### src/rtl/bus_wait_ctrl.sv
// Wait-state controller between an 8-bit core and RAM/ROM/IO regions.
// Inserts per-region wait cycles, waits for io_ack with a timeout, flags bus errors.
module bus_wait_ctrl #(
  parameter int unsigned IO_WAIT    = 2,
  parameter int unsigned ROM_WAIT   = 1,
  parameter int unsigned IO_TIMEOUT = 15
) (
  input  logic        clk,
  input  logic        reset,
  input  logic        cpu_strobe,
  input  logic [15:0] cpu_addr,
  input  logic        cpu_rwb,
  input  logic [7:0]  cpu_wdata,
  input  logic        cpu_sync,
  output logic [7:0]  cpu_rdata,
  output logic        cpu_rdy,
  output logic [15:0] mem_addr,
  output logic [7:0]  mem_wdata,
  input  logic [7:0]  mem_rdata,
  input  logic        io_ack,
  output logic        ram_cs,
  output logic        rom_cs,
  output logic        io_cs,
  output logic        mem_we,
  output logic        bus_err,
  output logic        busy
);

  typedef enum logic [1:0] {StIdle, StAccess, StIoAck} state_e;
  typedef enum logic [1:0] {RegRam, RegIo, RegRom} region_e;

  localparam logic [7:0] IoWaitC     = 8'(IO_WAIT);
  localparam logic [7:0] RomWaitC    = 8'(ROM_WAIT);
  localparam logic [7:0] TimeoutLast = 8'(IO_TIMEOUT - 1);

  state_e      state_q, state_d;
  region_e     region_q, region_d, req_region;
  logic [7:0]  wcnt_q, wcnt_d;
  logic [7:0]  tcnt_q, tcnt_d;
  logic [15:0] addr_q, addr_d;
  logic [7:0]  wdata_q, wdata_d;
  logic [7:0]  rdata_q, rdata_d;
  logic        rwb_q, rwb_d;
  logic        fetch_q, fetch_d;
  logic        err_q, err_d;

  always_comb begin
    if (!cpu_addr[15]) begin
      req_region = RegRam;
    end else if (!cpu_addr[14]) begin
      req_region = RegIo;
    end else begin
      req_region = RegRom;
    end
  end

  always_comb begin
    state_d  = state_q;
    region_d = region_q;
    wcnt_d   = wcnt_q;
    tcnt_d   = tcnt_q;
    addr_d   = addr_q;
    wdata_d  = wdata_q;
    rdata_d  = rdata_q;
    rwb_d    = rwb_q;
    fetch_d  = fetch_q;
    err_d    = 1'b0;
    unique case (state_q)
      StIdle: begin
        if (cpu_strobe) begin
          addr_d   = cpu_addr;
          wdata_d  = cpu_wdata;
          rwb_d    = cpu_rwb;
          region_d = req_region;
          // Opcode fetch from IO space is refused without touching the device.
          fetch_d  = (req_region == RegIo) && cpu_rwb && cpu_sync;
          tcnt_d   = 8'd0;
          unique case (req_region)
            RegIo:   wcnt_d = IoWaitC;
            RegRom:  wcnt_d = RomWaitC;
            default: wcnt_d = 8'd0;
          endcase
          state_d = StAccess;
        end
      end
      StAccess: begin
        if (wcnt_q == 8'd0) begin
          state_d = StIdle;
          unique case (region_q)
            RegIo: begin
              if (fetch_q) begin
                rdata_d = 8'hFF;
                err_d   = 1'b1;
              end else begin
                tcnt_d  = 8'd0;
                state_d = StIoAck;
              end
            end
            RegRom: begin
              if (rwb_q) rdata_d = mem_rdata;
              else       err_d   = 1'b1;
            end
            default: begin
              if (rwb_q) rdata_d = mem_rdata;
            end
          endcase
        end else begin
          wcnt_d = wcnt_q - 8'd1;
        end
      end
      StIoAck: begin
        tcnt_d = tcnt_q + 8'd1;
        // An ack arriving on the timeout cycle still wins.
        if (io_ack) begin
          if (rwb_q) rdata_d = mem_rdata;
          tcnt_d  = 8'd0;
          state_d = StIdle;
        end else if (tcnt_q == TimeoutLast) begin
          if (rwb_q) rdata_d = 8'hFF;
          err_d   = 1'b1;
          tcnt_d  = 8'd0;
          state_d = StIdle;
        end
      end
      default: state_d = StIdle;
    endcase
  end

  always_ff @(posedge clk) begin
    if (reset) begin
      state_q  <= StIdle;
      region_q <= RegRam;
      wcnt_q   <= 8'd0;
      tcnt_q   <= 8'd0;
      addr_q   <= 16'h0000;
      wdata_q  <= 8'h00;
      rdata_q  <= 8'h00;
      rwb_q    <= 1'b1;
      fetch_q  <= 1'b0;
      err_q    <= 1'b0;
    end else begin
      state_q  <= state_d;
      region_q <= region_d;
      wcnt_q   <= wcnt_d;
      tcnt_q   <= tcnt_d;
      addr_q   <= addr_d;
      wdata_q  <= wdata_d;
      rdata_q  <= rdata_d;
      rwb_q    <= rwb_d;
      fetch_q  <= fetch_d;
      err_q    <= err_d;
    end
  end

  logic in_access, in_ack;
  assign in_access = (state_q == StAccess);
  assign in_ack    = (state_q == StIoAck);

  assign cpu_rdata = rdata_q;
  assign cpu_rdy   = (state_q == StIdle);
  assign busy      = !cpu_rdy;
  assign mem_addr  = addr_q;
  assign mem_wdata = wdata_q;
  assign bus_err   = err_q;
  assign ram_cs    = in_access && (region_q == RegRam);
  assign rom_cs    = in_access && (region_q == RegRom) && rwb_q;
  assign io_cs     = (in_access && (region_q == RegIo) && !fetch_q) || in_ack;
  assign mem_we    = !rwb_q && ((in_access && (region_q != RegRom)) || in_ack);

endmodule

### config.mk
export PLATFORM = sky130hd
export DESIGN_NAME = bus_wait_ctrl
export DESIGN_NICKNAME = d
export VERILOG_FILES = /design/src/rtl/bus_wait_ctrl.sv
export SDC_FILE = /design/constraint.sdc
export NUM_CORES = 1
export LEC_CHECK = 0
export BUFFER_PORTS_ARGS = -buffer_cell sky130_fd_sc_hd__buf_2
export CELL_PAD_IN_SITES_DETAIL_PLACEMENT = 2
export CELL_PAD_IN_SITES_GLOBAL_PLACEMENT = 2
export CORE_MARGIN = 5
export CORE_UTILIZATION = 32
export CTS_CLUSTER_SIZE = 28
export DETAILED_ROUTE_END_ITERATION = 8
export PLACE_DENSITY = 0.82
export SLEW_MARGIN = 20
export SYNTH_ARGS = -nofsm -noshare
export SYNTH_HDL_FRONTEND = slang
export SYNTH_SLANG_ARGS = --single-unit
### constraint.sdc
create_clock -name clk -period 3.3 [get_ports clk]
set_input_delay 0.165 -clock clk [delete_from_list [all_inputs] [get_ports clk]]
set_output_delay 0.165 -clock clk [all_outputs]
set_load 0.005 [all_outputs]
* Word-level counts from Yosys, hierarchy flattened
Index checks and enable logic that the tools add are counted.
** Word-level totals
- Output and inout bits :: 39
- RAM bits :: 0
- Memory bits (read-only) :: 0
- Register bits after elaboration :: 55
- Memories kept :: 0
- Input bits :: 38
- Logic and storage cells :: 88
- Latch bits :: 0
** Operators by class
- $add $sub $neg :: 2
- Equal/unequal tests :: 16
- Order comparisons :: 0
- Bitwise logic cells :: 0
- Reduce and logical (&&, ||, !) cells :: 25
- Divide/modulo/power cells :: 0
- Muxes and demuxes :: 35
- Shift-type cells :: 0
- Multipliers :: 0
** Operators with widths (count)
- two-way mux 8 bit :: 15
- one-hot mux 8 bit (2 select lines) :: 2
- one-hot mux 8 bit (3 select lines) :: 1
- two-way mux 2 bit :: 8
- AND reduction 5 bit :: 2
- logical AND 1 bit :: 9
- adder 8 x 1 -> 8 bit, second input constant :: 1
- == test 8 x 4 -> 1 bit, second input constant :: 1
- logical NOT 8 bit :: 1
- != test 2 bit, second input constant :: 4
- subtractor 8 x 1 -> 8 bit, second input constant :: 1
- == test 2 x 1 -> 1 bit, second input constant :: 3
- == test 2 bit, second input constant :: 3
- != test 3 bit, second input constant :: 2
- one-hot mux 2 bit (3 select lines) :: 1
- AND reduction 3 bit :: 2
- two-way mux 1 bit :: 5
- logical NOT 2 bit :: 2
- != test 2 x 1 -> 1 bit, second input constant :: 2
- one-hot mux 1 bit (2 select lines) :: 2
- one-hot mux 2 bit (2 select lines) :: 1
- nonzero test 2 bit :: 2
- logical NOT 1 bit :: 3
- != test 3 x 2 -> 1 bit, second input constant :: 1
- 3 further kinds :: 4

* Logic depth before layout (Yosys ltp)
- Depth in word-level cells :: 6
- Gate-level depth with buffers :: 8
- Gate-level depth less buffers :: 6

* Worst setup path after synthesis
OpenSTA, ideal clock, no wires.
- Kind :: register to register
- From :: register wcnt_q[0]
- To :: register rdata_q[0], in the netlist cpu_rdata[0]
- Cell stages (with the launch flop) :: 8
- Required time :: 3181 ps
- Path buffers :: 1
- Arrival :: 1888 ps
- Library setup time :: 119 ps
- Path slack :: 1293 ps
- Period minus slack after synthesis :: 2007 ps
- Cell sequence :: dfxtp_1 -> inv_1 -> ha_1 -> nor3b_2 -> a21oi_4 -> or4_4 -> buf_6 -> o221a_1
** Between the ends
- Cells in the longest elaborated chain, start to end :: 3
** Ends and longest elaborated chain
- start: declaration :: RTL line 38 : logic [7:0] wcnt_q, wcnt_d;
- start signal: assignment :: RTL line 144 : wcnt_q <= wcnt_d;
- logical NOT 8 bit :: RTL line 87 : if (wcnt_q == 8'd0) begin
- != test 2 x 1 -> 1 bit (no source line)
- AND reduction 5 bit (no source line)
- end signal: assignment :: RTL line 148 : rdata_q <= rdata_d;
- end: declaration :: RTL line 42 : logic [7:0] rdata_q, rdata_d;
Every way passes these cells.
A chain may end at the register's enable or synchronous reset.

* Worst setup path after layout
- From :: register wcnt_q[0]
- To :: register tcnt_q[1]
** Between the ends
- Cells in the longest elaborated chain, start to end :: 3
** Ends and longest elaborated chain
- logical NOT 8 bit :: RTL line 87
- != test 2 x 1 -> 1 bit (no source line)
- AND reduction 5 bit (no source line)
- end signal: assignment :: RTL line 145 : tcnt_q <= tcnt_d;
- end: declaration :: RTL line 39 : logic [7:0] tcnt_q, tcnt_d;
Every way passes these cells.

==> impl_results.md <==
* Antenna violations before repair at 0
* CP Launch Type: flip-flop
* Fin util at 40.4%
* Max_slew headroom at 30.8%
* Max Root-Sink Buffers at 2
* RSZ-0062 raised after global routing: no
* Row Count at 32
* Tcrit/Tclk final at 73.9%
* Port-buffer cells at 76
* Root buf cell: clkbuf_8
* Post-Synth XOR/XNOR Area at less than 1%
* Non-Filler Instances at 470
* Die Area at a little under 0.01 sq mm
* Largest net degree at the start of global routing at 34
* TritonCTS clock tree: yes
* Cts repair resizes at 0
* Critical path peak fanout at 17
* Yosys top cell area share at 42.9%
* Endpoints failing setup at 0
* Skew-Pair Late Insertion Delay at 0.32 ns
* Final Slew Violations at 0
* Critical path class: reg -> reg
* Overall Global Routing Usage at 16.0%
* Mux cell area share after synthesis at 1.27%
* Largest family of logic cells by synthesized area: compound AO/OA/AOI/OAI gates
* IO Count at 77
* CTS clock-pin slew for the worst setup and hold paths at 0.11 ns
* Chip Width at 99.5 um
* Total wire length at 8.02 mm
* Post-Synth Simple-Gate Area at 21.3%
* Remaining DRCs at 0
* Top cells by area, synth: dfxtp_1 43%, nand2_1 8.2%, a21oi_1 7.6%
* Top-count cell post-synth: nand2_1
* CTS Buf Count at 5
* Routed Antenna Nets at 0
* Inst Count DP at 462
* CORE AREA at 0.00777 sq mm
* Initial Util at 33.0%
* Syn-to-layout area delta at 22.3%
* Peak supply drop at 0.000224 V
* Req. time, crit path at 3.55 ns
* Post-synth EDFFs at 0
* Nets at approximately 420
* Pwr dens at about 560 mW/mm^2
* DR WL/cell at 17.1 um
* Die Y at 99.5 um
* DP HPWL at 5.67 mm
* Clk sinks at 55
* Mapped Area at around 0.0026 sq mm
* CTS Hold Buffers Added at 0
* Yosys cell types at 45
* Final TNS setup at 0 ns
* Register area share after synthesis at 42.9%
* Crit. End Element: flip-flop
* Vias per cell at 5.20
* HP Class: in -> reg
* Post-synth ARST share at 0%
* Vias in the first global route at 2691
* Layout cells sized above 1 at 28.3%
* # H-tree levels at 2
* Synth Area in Adders at 5.85%
* LEAKAGE at 1.32 nW
* Top_reg_cell synth: dfxtp_1
* Placed Area at 0.00302 sq mm
* Grt total ovfl at 0
* Routability cong. at 0.762
* Dominant cell type by area after synthesis: dfxtp_1
* YS warnings at 0
* Overall Power at around 1.8 mW
* Layout Skew at 0.00879 ns
* Iteration-0 DRC count of the detailed router at 76
* Post-CTS Setup Repair Bufs at 0
* Slew @ Worst Pin at 1.03 ns
* Final hold vios at 0
* Status: complete, no violations
* Tmin final at 2.44 ns
* Global-route wire length before repair at 13.0 mm
* Syn Area/Cell at 8.64 sq um
* Fmax at approximately 410 MHz
* Final Instance Area at 0.00314 sq mm
* Data arrival time of the worst path at 2.69 ns
* Syn Inst Count at 297
* Most frequent cells after synthesis: 56 x nand2_1, 55 x dfxtp_1, 39 x a21oi_1
* Number of synthesized register bits at 55
* 1st-pass router iterations at 4
* Syn_nets at 347
* Vias at 2442
* Max Cap Viol at 0
* Antenna diodes at 0
* Compound-Gate Fraction of Synth Area at 22.0%
-- through the flow --
stage,hold WS (ns),setup slack (ns)
after global routing,0.0662,0.711
after CTS,0.0636,0.870
after global placement,0.406,1.10
after detailed placement,0.414,0.952
after floorplan,0.301,1.29
final,0.0670,0.863
-- where the power goes --
group / internal (mW) / switching [mW]
clock: 0.229 / 0.243
combinational: 0.199 / 0.308
sequential: 0.736 / 0.0550
total: 1.16 / 0.607
-- cell families (layout without fill, tap and decap cells) --
| group | Yosys count | in the layout |
|---|---|---|
| XOR/XNOR | 1 | 1 |
| buffers and inverters | 39 | 110 |
| flip-flops | 55 | 55 |
| AO/OA/AOI/OAI | 78 | 78 |
| multiplexers | 3 | 3 |
| adder cells (fa/ha/maj) | 12 | 12 |
| AND/OR/NAND/NOR | 109 | 109 |
-- cell type report --
type	count	area, sq um
fill	909	4630
multi-input combinational	203	1310
sequential	55	1100
timing repair buffer	79	403
tap	102	128
inverter	23	86.3
clock buffer	5	68.8
clock inverter	3	46.3
-- state kept, by name (all words and copies together), names as in the netlist --
| name | flops |
|---|---|
| bus_err | 1 |
| cpu_rdata | 8 |
| fetch_q | 1 |
| mem_addr | 16 |
| mem_wdata | 8 |
| region_q | 2 |
| rwb_q | 1 |
| state_q | 2 |
| tcnt_q | 8 |
| wcnt_q | 8 |
-- worst paths after layout --
| kind | startpoint | to | slack, ns | cells after the start |
|---|---|---|---|---|
| worst min-delay path | cpu_addr[0] | mem_addr[0] | 0.07 | 3 |
| worst max-delay path | wcnt_q[0] | tcnt_q[1] | 0.86 | 6 |
| worst max register to register | wcnt_q[0] | tcnt_q[1] | 0.86 | 6 |
| worst min register to register | mem_addr[0] | mem_addr[0] | 0.46 | 2 |
-- critical path: stages (launching register included) --
cell	delay, ns
dfxtp_1	0.34
inv_1	0.11
ha_1	0.16
nor3b_2	0.46
a41oi_2	0.49
or4b_1	0.65
a21oi_1	0.16
-- layer usage --
layer / part of all wire (%) / up-vias / GRT usage [%]
li1: - / 1176 / -
met1: 44 / 1206 / 19.1
met2: 50 / 56 / 28.9
met3: 5.8 / 4 / 4.84
met4: 0.52 / 0 / 2.52
met5: 0 / - / 0
-- placed cells by master (no fill, tap or decap), types with 2 or more instances in the layout --
| master | netlist | layout |
|---|---|---|
| nor2_1 | 14 | 13 |
| a21oi_1 | 39 | 39 |
| nand2b_1 | 4 | 4 |
| ha_1 | 12 | 12 |
| nor3_1 | 3 | 3 |
| nand3_1 | 7 | 7 |
| a211oi_1 | 3 | 3 |
| o31ai_1 | 8 | 8 |
| or4b_1 | 2 | 2 |
| o221a_1 | 8 | 8 |
| a31o_2 | 3 | 3 |
| or4_1 | 7 | 7 |
| inv_1 | 23 | 23 |
| buf_4 | 0 | 3 |
| a31oi_1 | 2 | 2 |
| o21ai_0 | 2 | 2 |
| dfxtp_1 | 55 | 55 |
| nand2_1 | 56 | 56 |
| nand4_1 | 4 | 4 |
| clkbuf_8 | 0 | 5 |
| mux2_2 | 2 | 2 |
| a311oi_1 | 3 | 3 |
| buf_2 | 0 | 76 |
| and2_1 | 2 | 2 |
Power figures use the tool's default switching activity.
